<file path="config.mk">
export PLATFORM = sky130hd
export DESIGN_NAME = bird_io_bridge
export DESIGN_NICKNAME = d
export VERILOG_FILES = /design/src/rtl/bird_io_bridge.sv
export SDC_FILE = /design/constraint.sdc
export NUM_CORES = 1
export LEC_CHECK = 0
export BUFFER_PORTS_ARGS = -buffer_cell sky130_fd_sc_hd__buf_2
export CAP_MARGIN = 0
export CORE_UTILIZATION = 52
export CTS_CLUSTER_DIAMETER = 120
export CTS_CLUSTER_SIZE = 24
export DETAILED_ROUTE_END_ITERATION = 16
export MAX_ROUTING_LAYER = met4
export PLACE_DENSITY = 0.89
export SETUP_SLACK_MARGIN = 0.15
export SLEW_MARGIN = 20
export SYNTH_ARGS = -nofsm -noshare
export SYNTH_HDL_FRONTEND = slang
export SYNTH_SLANG_ARGS = --single-unit
</file>
<file path="constraint.sdc">
create_clock -name clk -period 3.5 [get_ports clk]
set_input_delay 0.175 -clock clk [delete_from_list [all_inputs] [get_ports clk]]
set_output_delay 0.175 -clock clk [all_outputs]
set_load 0.02 [all_outputs]
</file>
<file path="src/rtl/bird_io_bridge.sv">
// Memory-mapped I/O bridge for the bird CPU bus: RAM passthrough plus keyboard FIFO,
// display register and countdown timer. The timer exists only when BIRD_IO_TIMER_EN is defined.
module bird_io_bridge #(
  parameter logic [11:0] IO_BASE    = 12'hF00,
  parameter int          FIFO_DEPTH = 8,
  parameter int          PRESCALE   = 50000
) (
  input  logic        clk,
  input  logic        rst_n,
  input  logic [11:0] cpu_address,
  input  logic [15:0] cpu_data_out,
  input  logic        cpu_memwt,
  output logic [15:0] cpu_data_in,
  output logic [11:0] ram_address,
  output logic [15:0] ram_wdata,
  output logic        ram_we,
  input  logic [15:0] ram_rdata,
  input  logic        kb_valid,
  input  logic [7:0]  kb_data,
  output logic        kb_ready,
  output logic [15:0] seg_value
);

  localparam int AW = $clog2(FIFO_DEPTH);
  localparam int CW = AW + 1;

  logic       io_hit, io_wr;
  logic [3:0] off;

  assign io_hit      = (cpu_address[11:4] == IO_BASE[11:4]);
  assign off         = cpu_address[3:0];
  assign io_wr       = cpu_memwt && io_hit;
  assign ram_address = cpu_address;
  assign ram_wdata   = cpu_data_out;
  assign ram_we      = cpu_memwt && !io_hit;

  // ---------------- keyboard FIFO ----------------
  logic [7:0]    mem_q [FIFO_DEPTH];
  logic [AW-1:0] rd_ptr_q, wr_ptr_q;
  logic [CW-1:0] cnt_q, cnt_d;
  logic          full, empty, push, pop;
  logic [7:0]    head;
  logic [4:0]    cnt5;
  logic [3:0]    cnt_disp;

  assign full     = (cnt_q == CW'(FIFO_DEPTH));
  assign empty    = (cnt_q == '0);
  assign kb_ready = !full;
  assign push     = kb_valid && !full;
  assign pop      = io_wr && (off == 4'd2) && !empty;
  assign head     = empty ? 8'h00 : mem_q[rd_ptr_q];
  assign cnt5     = 5'(cnt_q);
  assign cnt_disp = (cnt5 > 5'd15) ? 4'hF : cnt5[3:0];

  always_comb begin
    cnt_d = cnt_q;
    case ({push, pop})
      2'b10:   cnt_d = cnt_q + 1'b1;
      2'b01:   cnt_d = cnt_q - 1'b1;
      default: cnt_d = cnt_q;
    endcase
  end

  always_ff @(posedge clk or negedge rst_n) begin
    if (!rst_n) begin
      rd_ptr_q <= '0;
      wr_ptr_q <= '0;
      cnt_q    <= '0;
    end else begin
      if (push) wr_ptr_q <= wr_ptr_q + 1'b1;
      if (pop)  rd_ptr_q <= rd_ptr_q + 1'b1;
      cnt_q <= cnt_d;
    end
  end

  // Storage needs no reset: the head is masked to zero while empty.
  always_ff @(posedge clk) begin
    if (push) mem_q[wr_ptr_q] <= kb_data;
  end

  // ---------------- display register ----------------
  logic [15:0] seg_q;

  always_ff @(posedge clk or negedge rst_n) begin
    if (!rst_n)                    seg_q <= 16'h0000;
    else if (io_wr && off == 4'd3) seg_q <= cpu_data_out;
  end

  assign seg_value = seg_q;

  // ---------------- countdown timer ----------------
  logic [15:0] tmr_rd;
  logic        tmr_exp;

`ifdef BIRD_IO_TIMER_EN
  localparam int PW = (PRESCALE > 1) ? $clog2(PRESCALE) : 1;

  logic [15:0]   tmr_q, tmr_d;
  logic [PW-1:0] pre_q, pre_d;
  logic          exp_q, exp_d;

  // A load in the same cycle as a decrement takes priority.
  always_comb begin
    tmr_d = tmr_q;
    pre_d = pre_q;
    exp_d = exp_q;
    if (io_wr && off == 4'd4) begin
      tmr_d = cpu_data_out;
      pre_d = '0;
      exp_d = 1'b0;
    end else if (tmr_q != 16'h0000) begin
      if (pre_q == PW'(PRESCALE - 1)) begin
        pre_d = '0;
        tmr_d = tmr_q - 16'h0001;
        if (tmr_q == 16'h0001) exp_d = 1'b1;
      end else begin
        pre_d = pre_q + 1'b1;
      end
    end
  end

  always_ff @(posedge clk or negedge rst_n) begin
    if (!rst_n) begin
      tmr_q <= 16'h0000;
      pre_q <= '0;
      exp_q <= 1'b0;
    end else begin
      tmr_q <= tmr_d;
      pre_q <= pre_d;
      exp_q <= exp_d;
    end
  end

  assign tmr_rd  = tmr_q;
  assign tmr_exp = exp_q;
`else
  assign tmr_rd  = 16'h0000;
  assign tmr_exp = 1'b0;
`endif

  // ---------------- read mux ----------------
  logic [15:0] io_rdata;

  always_comb begin
    io_rdata = 16'h0000;
    case (off)
      4'd0:    io_rdata = {8'h00, cnt_disp, 1'b0, tmr_exp, full, !empty};
      4'd1:    io_rdata = {8'h00, head};
      4'd3:    io_rdata = seg_q;
      4'd4:    io_rdata = tmr_rd;
      default: io_rdata = 16'h0000;
    endcase
  end

  assign cpu_data_in = io_hit ? io_rdata : ram_rdata;

endmodule

</file>
Word-level counts from Yosys, hierarchy flattened --
Memories as Yosys holds them, arrays and structs flattened. Cells that the tools add are included.
Word-level totals: flip-flop bits (word level) 26, RAM bits 64, input bits 56, output and inout port bits 62, memories 1
Cells by class: add/subtract/negate cells 4, order comparisons 1, equal/unequal tests 7, multiplexer cells 7, reductions and logical operators 12
Memories:
- mem_q | depth 8, bits a word 8, read ports 1, clocked after memory_dff 0, wr ports 1, line 38 | logic [7:0] mem_q [FIFO_DEPTH];
Operators by type and width (number):
- 16-bit case mux with 3 select lines | 1
- 16-bit two-way mux | 1
- 4-bit by 2-bit == test with 1-bit output (second input constant) | 2
- 8-bit == test (second input constant) | 1
- 4-bit logical NOT | 2
- 8-bit two-way mux | 1
- 4-bit case mux with 2 select lines | 1
- 3-bit by 1-bit adder with 3-bit output (second input constant) | 2
- 1-bit logical AND | 6
- 4-bit by 1-bit adder with 4-bit output (second input constant) | 1
- 4-bit by 1-bit == test with 1-bit output (second input constant) | 1
- 4-bit == test (second input constant) | 1
- 4-bit > comparator (second input constant) | 1
- 4-bit two-way mux | 1
- 4-bit by 1-bit subtractor with 4-bit output (second input constant) | 1
- 1-bit logical NOT | 3
- 2-bit by 1-bit == test with 1-bit output (second input constant) | 1
- 2-bit == test (second input constant) | 1
- 1-bit two-way mux | 2
- 2-bit nonzero test | 1

Longest topological paths before layout --
Gate-level depths: netlist (run 1).
word-level depth 6, mapped depth 13, gate-level depth less buffers 10

Least setup slack after synthesis (run 1) --
Ideal clock, no wire load.
path kind register to register, start point register cnt_q[1], end point register cnt_q[2], data arrival time 2.604 ns, required time 3.373 ns, path slack 0.769 ns, stages on the path, launching flop included 13, clock period less this slack 2.731 ns, cells stage by stage dfrtp_1 > buf_2 > or4b_1 > and2_1 > inv_1 > ha_1 > clkbuf_1 > xor2_1 > ha_1 > a21oi_1 > xor2_1 > nor2_1 > xor2_1
On the way: longest elaborated chain between the ends 5
Ends and longest elaborated chain:
- start: declaration | line 40 | logic [CW-1:0] cnt_q, cnt_d;
- start signal: assignment | line 72 | cnt_q <= cnt_d;
- 4-bit == test (*) | line 46 | assign full = (cnt_q == CW'(FIFO_DEPTH));
- 1-bit logical NOT (*)
- named net kb_ready | line 20 | output logic kb_ready,
- 1-bit logical AND (*) | line 49 | assign push = kb_valid && !full;
- 2-bit by 1-bit == test with 1-bit output or 2-bit == test (tied branches) | line 57 | case ({push, pop})
- 4-bit case mux with 2 select lines or 2-bit nonzero test (tied branches)
Mark *: on every way through the listed nets, which the timed path passes. The rest lies on a longest branch. A chain may end at the register's enable or synchronous reset.

Worst setup path after layout (run 1) --
start point register rd_ptr_q[1], end point output port cpu_data_in[7]
On the way: longest elaborated chain between the ends 4
Ends and longest elaborated chain:
- start: declaration | line 39 | logic [AW-1:0] rd_ptr_q, wr_ptr_q;
- start signal: assignment | line 71 | if (pop) rd_ptr_q <= rd_ptr_q + 1'b1;
- memory 8 x 8 bit
- 8-bit two-way mux | line 51 | assign head = empty ? 8'h00 : mem_q[rd_ptr_q];
- 16-bit case mux with 3 select lines | line 146 | case (off)
- 16-bit two-way mux | line 155 | assign cpu_data_in = io_hit ? io_rdata : ram_rdata;
- end: declaration | line 13 | output logic [15:0] cpu_data_in,
No other way between the ends.

==> metrics, run 1 <==
status complete, no violations; Synth Area in Adders 1.48%; fill count 579; critical path launch point type flop; Yosys cell types between 40 and 50; placed cell area 0.00468 mm^2; mux cell area share after synthesis 16.2%; main combinational cell family by area after synthesis multiplexers; initial antenna violation count 0; worst-margin pin slew 982 ps; Root Driver clkbuf_8; Compound-Gate Fraction of Synth Area 5.19%; Peak supply drop 0.293 mV; DR iter-0 viols 155; fin crit share 76.8%; P_leak 2.05 nW; share of cells above drive strength 1 about half; commonest non-fill, non-tap cell in the layout buf_2; GRT Overall Usage 22.2%; post-synth net total 331; final hold vios 0; drt first pass iters 4; CTS Buffer Depth 2; GRT overflow 0; post-DR vias/cell 5.64; #FFs+latches synth 90; # IOs 118; Die ar. 0.00848 mm^2; first-pass GRT wire length 13.3 mm; worst hold path class input pin to flop; Final setup viols 0; ranking of synthesized cells by area edfxtp_1 (46%), dfrtp_1 (15%), mux4_2 (8.5%); number of global-route vias before repair 2479; IO Port Bufs ~120; Initial Utilization 54.3%; clock sinks 90; core area 0.00777 mm^2; Async SR Flop Fraction 28.9%; M1 GR Usage 27.9%; setup TNS 0 ps; Die X 92.1 um; clk_skew 14.9 ps; diode count 0; crit-path cells buf_4, mux4_2, mux2i_1, o221ai_1, buf_2; CP Max Fanout 13; clk_lat worst skew 360 ps; routed wire length 8.87 mm; Post-Synth XOR/XNOR Area 1.87%; Synth Warn # 0; final setup margin 812 ps; TritonCTS clock tree done; dpl hpwl 6.28 mm; Antenna Nets Post-Route 0; largest net degree at the start of global routing 27; Die Y 92.1 um; ys flop type edfxtp_1; RSZ-0062 raised after global routing false; EDFF count, synth 64; Post-Syn Instances 270; Bufs and invs on worst path 2; via count 2649; DP Worst Slack 867 ps; CTS buffer count 9; maxcap violations 0; register area 0.00257 mm^2; placer congestion estimate 0.905; register area share after synthesis 61.0%; cell area after synthesis 0.00422 mm^2; commonest non-fill, non-tap cells in the layout buf_2 (117), edfxtp_1 (64), dfrtp_1 (26); WP data required 3320 ps; Min Clock Period, post-route 2690 ps; Syn Area/Cell around 16 um^2; GR peak layer met2; Max-Slew Margin vs Limit 34.5%; drt wl/cell 18.9 um; grt met3 use 4.81%; post-synth top area cell edfxtp_1; crit path max-delay cell type dfrtp_1; final slew viol count 0; CP arrival 2510 ps; Layout area overhead 15.1%; drt drc 0; Max Clk Rate about 370 MHz; Reg clk slew, reported paths 90 ps; combined area of the multi-input logic cells between 0.001 and 0.0015 mm^2; row cnt 32; Cell Pwr Density 501 mW/mm^2; Setup crit end kind output port; crit path kind flop to output port; grt met2 use 36.8%; Synth Area in Simple Gates 7.35%; Design Area, Final 0.00486 mm^2; H-Tree Depth 3; family with the most delay on the worst path flip-flops; final layout net count 424; largest stage delay on the critical path ~800 ps; top cell type's share of synthesized area 45.6%; setup bufs post-CTS 0
-- report_power, final --
part | switching (mW) | total, mW | leakage (nW) | internal, mW
Sequential | 0.0921 | 1.39 | 0.929 | 1.29
Combinational | 0.252 | 0.419 | 1.03 | 0.167
Clock | 0.349 | 0.628 | 0.0911 | 0.279
Total | 0.693 | 2.43 | 2.05 | 1.74
-- logic make-up after synthesis --
group                    count (synthesis)
flip-flops                              90
AND/OR/NAND/NOR                         54
buffers and inverters                   42
multiplexers                            42
AO/OA/AOI/OAI                           28
XOR/XNOR                                 9
adder cells (fa/ha/maj)                  5
-- per-layer routing --
metal,vias up,routed length [um]
li1,1203,-
met1,1324,3750
met2,111,4470
met3,11,545
met4,0,103
met5,-,0
-- flip-flops by register name, summed over array words and instances, names as in the netlist --
signal     flops
mem_q         64
seg_value     16
cnt_q          4
rd_ptr_q       3
wr_ptr_q       3
-- per-stage QoR --
step	power (mW)	instances	hold slack (ps)	util, %
floorplan	1.67	270	-121	-
global placement	1.80	453	208	60.2
detailed placement	1.83	453	210	60.2
CTS	2.44	470	52.4	62.5
global route	2.53	470	54.5	62.5
finish	2.43	470	56.1	62.5
-- Yosys cell counts (2+ instances only) --
cell / instances
mux4_2: 16
o221ai_1: 4
ha_1: 5
nor3_1: 4
mux2_4: 10
nor4_1: 3
xor2_1: 7
o211ai_1: 2
edfxtp_1: 64
clkbuf_1: 4
and2_1: 2
nand2_1: 19
a22oi_1: 7
and4bb_2: 2
nand3b_1: 2
o21ai_0: 2
dfrtp_1: 26
xnor2_1: 2
buf_4: 28
nand2b_1: 3
buf_2: 5
a22o_1: 8
inv_1: 2
mux2i_1: 6
a21oi_1: 2
mux2_2: 10
nor2_1: 8
-- cell type report --
type | instances | share of cell area (%)
Sequential cell | 90 | 53.0
Multi-Input combinational cell | 138 | 27.9
Tap cell | 102 | 2.63
Clock buffer | 12 | 2.99
Inverter | 2 | 0.155
Timing Repair Buffer | 122 | 12.9
Clock inverter | 4 | 0.515
-- timing repair --
action                                 CTS  global route
gates resized for setup                  0             0
hold buffers                             1             0
endpoints found under the hold margin   26             0
-- worst paths after layout --
kind	startpoint	endpoint	slack, ps	cells after the start
max	rd_ptr_q[1]$_DFFE_PN0P_	cpu_data_in[7]	810	5
min	cpu_data_out[8]	seg_value[8]$_DFFE_PN0P_	60	2
max reg2reg	cnt_q[1]$_DFFE_PN0P_	cnt_q[2]$_DFFE_PN0P_	850	10
min reg2reg	wr_ptr_q[0]$_DFFE_PN0P_	wr_ptr_q[0]$_DFFE_PN0P_	540	2
max in group asynchronous	rst_n	cnt_q[1]$_DFFE_PN0P_	2730	2
min in group asynchronous	rst_n	seg_value[13]$_DFFE_PN0P_	380	2
Note: power is estimated with default switching activity, not from simulation.
==> run 2, diff against run 1 <==
Clock period 3.5 ns to 2.55 ns, I/O delays scaled along.
==> run 2 against run 1 <==
Against the previous run:
- critical path depth increased by 5
- final area increased by 4.3%
- flip-flop and latch count unchanged
- sequential share of layout area decreased by 2.1 points
- cell count increased by 4.0%
- register-to-register slack got worse by 630 ps
- clock skew decreased by 6.2 ps
- critical endpoint is now cnt_q[2]$_DFFE_PN0P_
==> metrics, run 2 (same netlist as run 1, synthesis figures left out) <==
status complete, no violations; Max-Slew Margin vs Limit 40.6% (+6.0 points); RSZ-0062 raised after global routing true; Die X 92.1 um (unchanged); Setup crit end kind flop; row cnt 32 (unchanged); maxcap violations 0 (unchanged); Die ar. 0.00848 mm^2 (unchanged); crit path kind flop to flop; drt wl/cell 19.5 um (+3.6%); GRT Overall Usage 23.8% (+1.6 points); # IOs 118 (unchanged); GRT overflow 0 (unchanged); initial antenna violation count 0 (unchanged); CP Max Fanout 5 (-8); share of cells above drive strength 1 53.0% (+4.6 points); critical path launch point type flop; final slew viol count 0 (unchanged); CTS Buffer Depth 2 (unchanged); core area 0.00777 mm^2 (unchanged); clk_lat worst skew 360 ps (about the same); largest net degree at the start of global routing 27 (unchanged); Antenna Nets Post-Route 0 (unchanged); Final setup viols 0 (unchanged); drt first pass iters 4 (unchanged); fin crit share around nine tenths; IO Port Bufs 117 (unchanged); number of flip-flops in the largest register 64 (unchanged); commonest non-fill, non-tap cell in the layout buf_2; diode count 0 (unchanged); Die Y 92.1 um (unchanged); Cell Pwr Density 709 mW/mm^2 (+41%); WP data required 2800 ps (-520 ps); H-Tree Depth 3 (unchanged); dpl hpwl 6.37 mm (+1.4%); final setup margin 222 ps (-590 ps); Min Clock Period, post-route 2330 ps; Top reg by flops mem_q; Initial Utilization 54.3% (unchanged); worst hold path class input pin to flop; setup TNS 0 ps (unchanged); final hold vios 0 (unchanged); commonest non-fill, non-tap cells in the layout buf_2 (117), edfxtp_1 (64), dfrtp_1 (22); TritonCTS clock tree done; Reg clk slew, reported paths 90 ps (about the same); CP arrival 2570 ps (+60 ps); Max Clk Rate 430 MHz; first-pass GRT wire length 14.3 mm (+8.0%); via count 2702 (+2.0%); number of global-route vias before repair 2748 (+11%); placer congestion estimate 0.908 (+0.30%); worst-margin pin slew 891 ps (-90.4 ps); P_leak 2.15 nW (+5.1%); clk_skew 8.72 ps (-6.22 ps); Layout area overhead 20.1%; post-DR vias/cell 5.53 (-2.0%); Root Driver clkbuf_8; clock sinks 90 (unchanged); CTS buffer count 9 (unchanged); drt drc 0 (unchanged); DR iter-0 viols 146 (-5.8%); routed wire length 9.56 mm (+7.8%); DP Worst Slack 135 ps (-732 ps); final layout net count 443 (+4.5%); Peak supply drop 0.500 mV (+71%)
==> run 2: cell types whose count changed in the layout (fill, tap and decap cells not counted), moves of 2 or more <==
cell           delta
nor4_1            -2
buf_4            +15
dlygate4sd3_1     +3
dfrtp_1           -4
dfrtp_2           +4
==> run 2: what timing repair did <==
action,4_1_cts,5_1_grt
buffers inserted,0,7
endpoints found under the setup margin,6,5
resized for setup,3,6
hold buffers,4,0
endpoints found under the hold margin,29,0
==> run 2: routing by layer <==
layer / wire length (um) / up-vias / part of all wire [%] / track usage, %
li1: - / 1235 / - / -
met1: 3770 / 1320 / 39 / 28.2
met2: 4950 / 125 / 52 / 40.4
met3: 586 / 22 / 6.1 / 3.73
met4: 240 / 0 / 2.5 / 10.5
met5: 0 / - / 0 / -
==> run 2: power breakdown <==
group | switching [mW] | internal, mW | total (mW)
sequential | 0.119 | 1.78 | 1.90
clock | 0.501 | 0.456 | 0.957
combinational | 0.403 | 0.331 | 0.734
==> run 2: cell type report <==
| class | count | area, um^2 |
|---|---|---|
| clock buffer | 10 | 128 |
| clock inverter | 6 | 63.8 |
| fill | 559 | 2700 |
| inverter | 2 | 7.51 |
| multi-input combinational | 138 | 1380 |
| sequential | 90 | 2580 |
| tap | 102 | 128 |
| timing repair buffer | 141 | 779 |
==> run 2: through the flow <==
stage | utilization [%] | cell area [um^2] | hold slack [ps] | instances | power [mW]
2_1_floorplan | - | 4240 | -168 | 270 | 2.30
3_3_place_gp | 61.2 | 4750 | 158 | 462 | 2.50
3_5_place_dp | 61.2 | 4750 | 168 | 462 | 2.54
4_1_cts | 64.3 | 5000 | 1.46 | 482 | 3.50
5_1_grt | 65.2 | 5070 | 4.42 | 489 | 3.74
6_report | 65.2 | 5070 | 11.1 | 489 | 3.59
==> run 2: path summary, 6_finish.rpt <==
| kind | slack (ps) | from | end | depth (start not counted) |
|---|---|---|---|---|
| worst max-delay path | 220 | cnt_q[2]$_DFFE_PN0P_ | cnt_q[2]$_DFFE_PN0P_ | 10 |
| worst min-delay path | 10 | cpu_data_out[4] | seg_value[4]$_DFFE_PN0P_ | 2 |
| worst max register to register | 220 | cnt_q[2]$_DFFE_PN0P_ | cnt_q[2]$_DFFE_PN0P_ | 10 |
| worst min register to register | 550 | wr_ptr_q[0]$_DFFE_PN0P_ | wr_ptr_q[0]$_DFFE_PN0P_ | 2 |
| max in group asynchronous | 1800 | rst_n | cnt_q[0]$_DFFE_PN0P_ | 2 |
| min in group asynchronous | 310 | rst_n | seg_value[11]$_DFFE_PN0P_ | 2 |
==> run 2: critical path, cell delays in order, from the launching register on <==
cell and delay [ps]:
dfrtp_2 450, or4b_4 550, and2_4 190, inv_2 80, ha_2 190, xor2_1 70
ha_1 170, a21oi_1 160, xor2_1 160, nor2_1 60, xor2_1 130
==> run 3, diff against run 2 <==
Settings changed: MAX_ROUTING_LAYER met4 to unset.
==> run 3 against run 2 <==
Against the previous run:
- hold slack better by 3.7 ps
- highest routed layer unchanged
- worst setup slack improved by 2.8 ps
- flip-flop and latch count is the same
- largest cell class unchanged
- global-route usage decreased by 0.62 points
- count of clock-buffer cells in the layout stayed put
- sequential power is essentially flat
- wire length about the same
- clock power about the same
- sequential share of layout area about the same
- combinational power is 0.7% higher
==> metrics, run 3 (same netlist as run 1, synthesis figures left out) <==
routed wire length 9.56 mm (about the same); placer congestion estimate 0.893 (-1.7%); first-pass GRT wire length 14.4 mm (+0.19%); number of global-route vias before repair 2742 (-0.22%); via count 2735 (+1.2%); CP arrival 2570 ps (about the same); Clk network pwr share 26.6% (about the same); drt wl/cell 19.5 um (about the same); status complete, no violations; worst-margin pin slew 899 ps (+7.18 ps); Logic pwr share 20.6% (about the same); core area 0.00777 mm^2 (unchanged); Cell Pwr Density 710 mW/mm^2 (+0.13%); TritonCTS clock tree done; initial antenna violation count 0 (unchanged); Final Util 65.2% (about the same); Max Clk Rate 430 MHz (+0.12%); # IOs 118 (unchanged); drt first pass iters 4 (unchanged); Die X 92.1 um (unchanged); share of cells above drive strength 1 52.7% (-0.26 points); CTS Buffer Depth 2 (unchanged); Die ar. 0.00848 mm^2 (unchanged); WHS Endpoint seg_value[4]$_DFFE_PN0P_; Die Y 92.1 um (unchanged); crit path from cnt_q[2]$_DFFE_PN0P_; Worst R2R Start cnt_q[2]$_DFFE_PN0P_; Switching Fraction 28.5% (+0.047 points); grt met2 use 40.5% (+0.12 points); post-DR vias/cell 5.59 (+1.2%); dpl hpwl 6.37 mm (unchanged); P_leak 2.15 nW (about the same); commonest non-fill, non-tap cell in the layout buf_2; WP data required 2790 ps (about the same); grt met3 use 4.23% (+0.50 points); Peak supply drop 0.504 mV (+0.74%); Hold Path Origin cpu_data_out[4]; RSZ-0062 raised after global routing true; fin crit share 91.2% (-0.11 points); R2R setup slack 230 ps (about the same); placed cell area 0.00475 mm^2 (unchanged); setup TNS 0 ps (unchanged); H-Tree Depth 3 (unchanged); CP Max Fanout 5 (unchanged); maxcap violations 0 (unchanged); clk_skew 8.40 ps (-0.314 ps); Reg power frac 52.9% (about the same); Root Driver clkbuf_8; Placed Cells 462 (unchanged); row cnt 32 (unchanged); final hold vios 0 (unchanged); GR peak layer met2; clock sinks 90 (unchanged); CTS buffer count 9 (unchanged); Tot Pwr 3.59 mW (about the same); Top reg by flops mem_q; final layout net count 443 (unchanged); combined area of the multi-input logic cells 0.00138 mm^2 (-0.18%); largest net degree at the start of global routing 27 (unchanged); clk_lat worst skew 350 ps (about the same); critical path launch point type flop; DR iter-0 viols 148 (+1.4%); Antenna Nets Post-Route 0 (unchanged); Top cell by count, worst path xor2_1; drt drc 0 (unchanged); M1 GR Usage 28.2% (-0.057 points); worst hold path class input pin to flop; Pint 2.57 mW (about the same); worst hold path depth 2 (unchanged); Final setup viols 0 (unchanged); crit path kind flop to flop; crit path max-delay cell type or4b_4; switching pwr 1.03 mW (+0.25%); GRT Overall Usage 23.2% (-0.62 points); number of flip-flops in the largest register 64 (unchanged); crit-path cells or4b_4, and2_4, inv_2, ha_1, xor2_1, ha_1, a21oi_1, xor2_1, nor2_1, xor2_1; Initial Utilization 54.3% (unchanged); fill count 560 (+0.18%); RR Endpoint cnt_q[2]$_DFFE_PN0P_; Design Area, Final 0.00506 mm^2 (about the same); fin cells 489 (unchanged); Setup crit end kind flop; register area 0.00258 mm^2 (unchanged); Max-Slew Margin vs Limit 40.1% (-0.48 points); Reg clk slew, reported paths 90 ps (about the same); commonest non-fill, non-tap cells in the layout buf_2 (117), edfxtp_1 (64), dfrtp_1 (22); GRT overflow 0 (unchanged); Register-to-Register Path Depth 10 (unchanged); Min Clock Period, post-route 2320 ps (-2.84 ps); largest stage delay on the critical path 550 ps (about the same); diode count 0 (unchanged); IO Port Bufs 117 (unchanged); Layout area overhead 20.0% (about the same); final slew viol count 0 (unchanged)
[run 3: changes by cell type in the layout (fill, tap and decap cells not counted)]
cell and change:
ha_2 -1, ha_1 +1
[run 3: layout make-up]
type	instances	share of cell area, %
timing repair buffer	141	15.4
inverter	2	0.148
clock inverter	6	1.26
tap	102	2.52
clock buffer	10	2.52
multi-input combinational	138	27.3
sequential	90	50.9
[run 3: stage by stage]
stage | hold WS [ps] | worst slack (ps)
6_report | 14.8 | 225
5_1_grt | 0.912 | 85.0
4_1_cts | 1.46 | 162
3_5_place_dp | 168 | 135
3_3_place_gp | 158 | 216
2_1_floorplan | -168 | 154
[run 3: what timing repair did]
item | 4_1_cts | 5_1_grt
cloned | 0 | 0
hold endpoints to repair | 29 | 0
setup endpoints to repair | 6 | 5
buffers inserted | 0 | 7
gates resized for setup | 3 | 5
hold buffers | 4 | 0
[run 3: critical path: cells and delay by family, from the launching register on]
kind | cells | cell delay (ps)
simple gates | 3 | 800
flops | 1 | 450
buf+inv | 1 | 80
xor+xnor | 3 | 360
fa+ha+maj | 2 | 370
compound gates | 1 | 150
[run 3: worst max path at each step]
| stage | endpoint | depth (start not counted) |
|---|---|---|
| 2_1_floorplan | cnt_q[2]$_DFFE_PN0P_ | 12 |
| 3_3_place_gp | cnt_q[2]$_DFFE_PN0P_ | 9 |
| 3_5_place_dp | cnt_q[2]$_DFFE_PN0P_ | 9 |
| 4_1_cts | cpu_data_in[4] | 5 |
| 5_1_grt | cnt_q[2]$_DFFE_PN0P_ | 10 |
| 6_report | cnt_q[2]$_DFFE_PN0P_ | 10 |
[run 3: power by group through the flow]
stage	combinational, mW	sequential [mW]	clock [mW]
global route	0.799	1.92	1.03
global placement	0.582	1.91	0
detailed placement	0.600	1.94	0
finish	0.739	1.90	0.956
floorplan	0.414	1.89	0
CTS	0.614	1.91	0.971
[run 3: routing by layer]
layer | up-vias | part of all wire [%]
li1 | 1237 | -
met1 | 1347 | 40
met2 | 126 | 52
met3 | 25 | 5.6
met4 | 0 | 2.7
met5 | - | 0
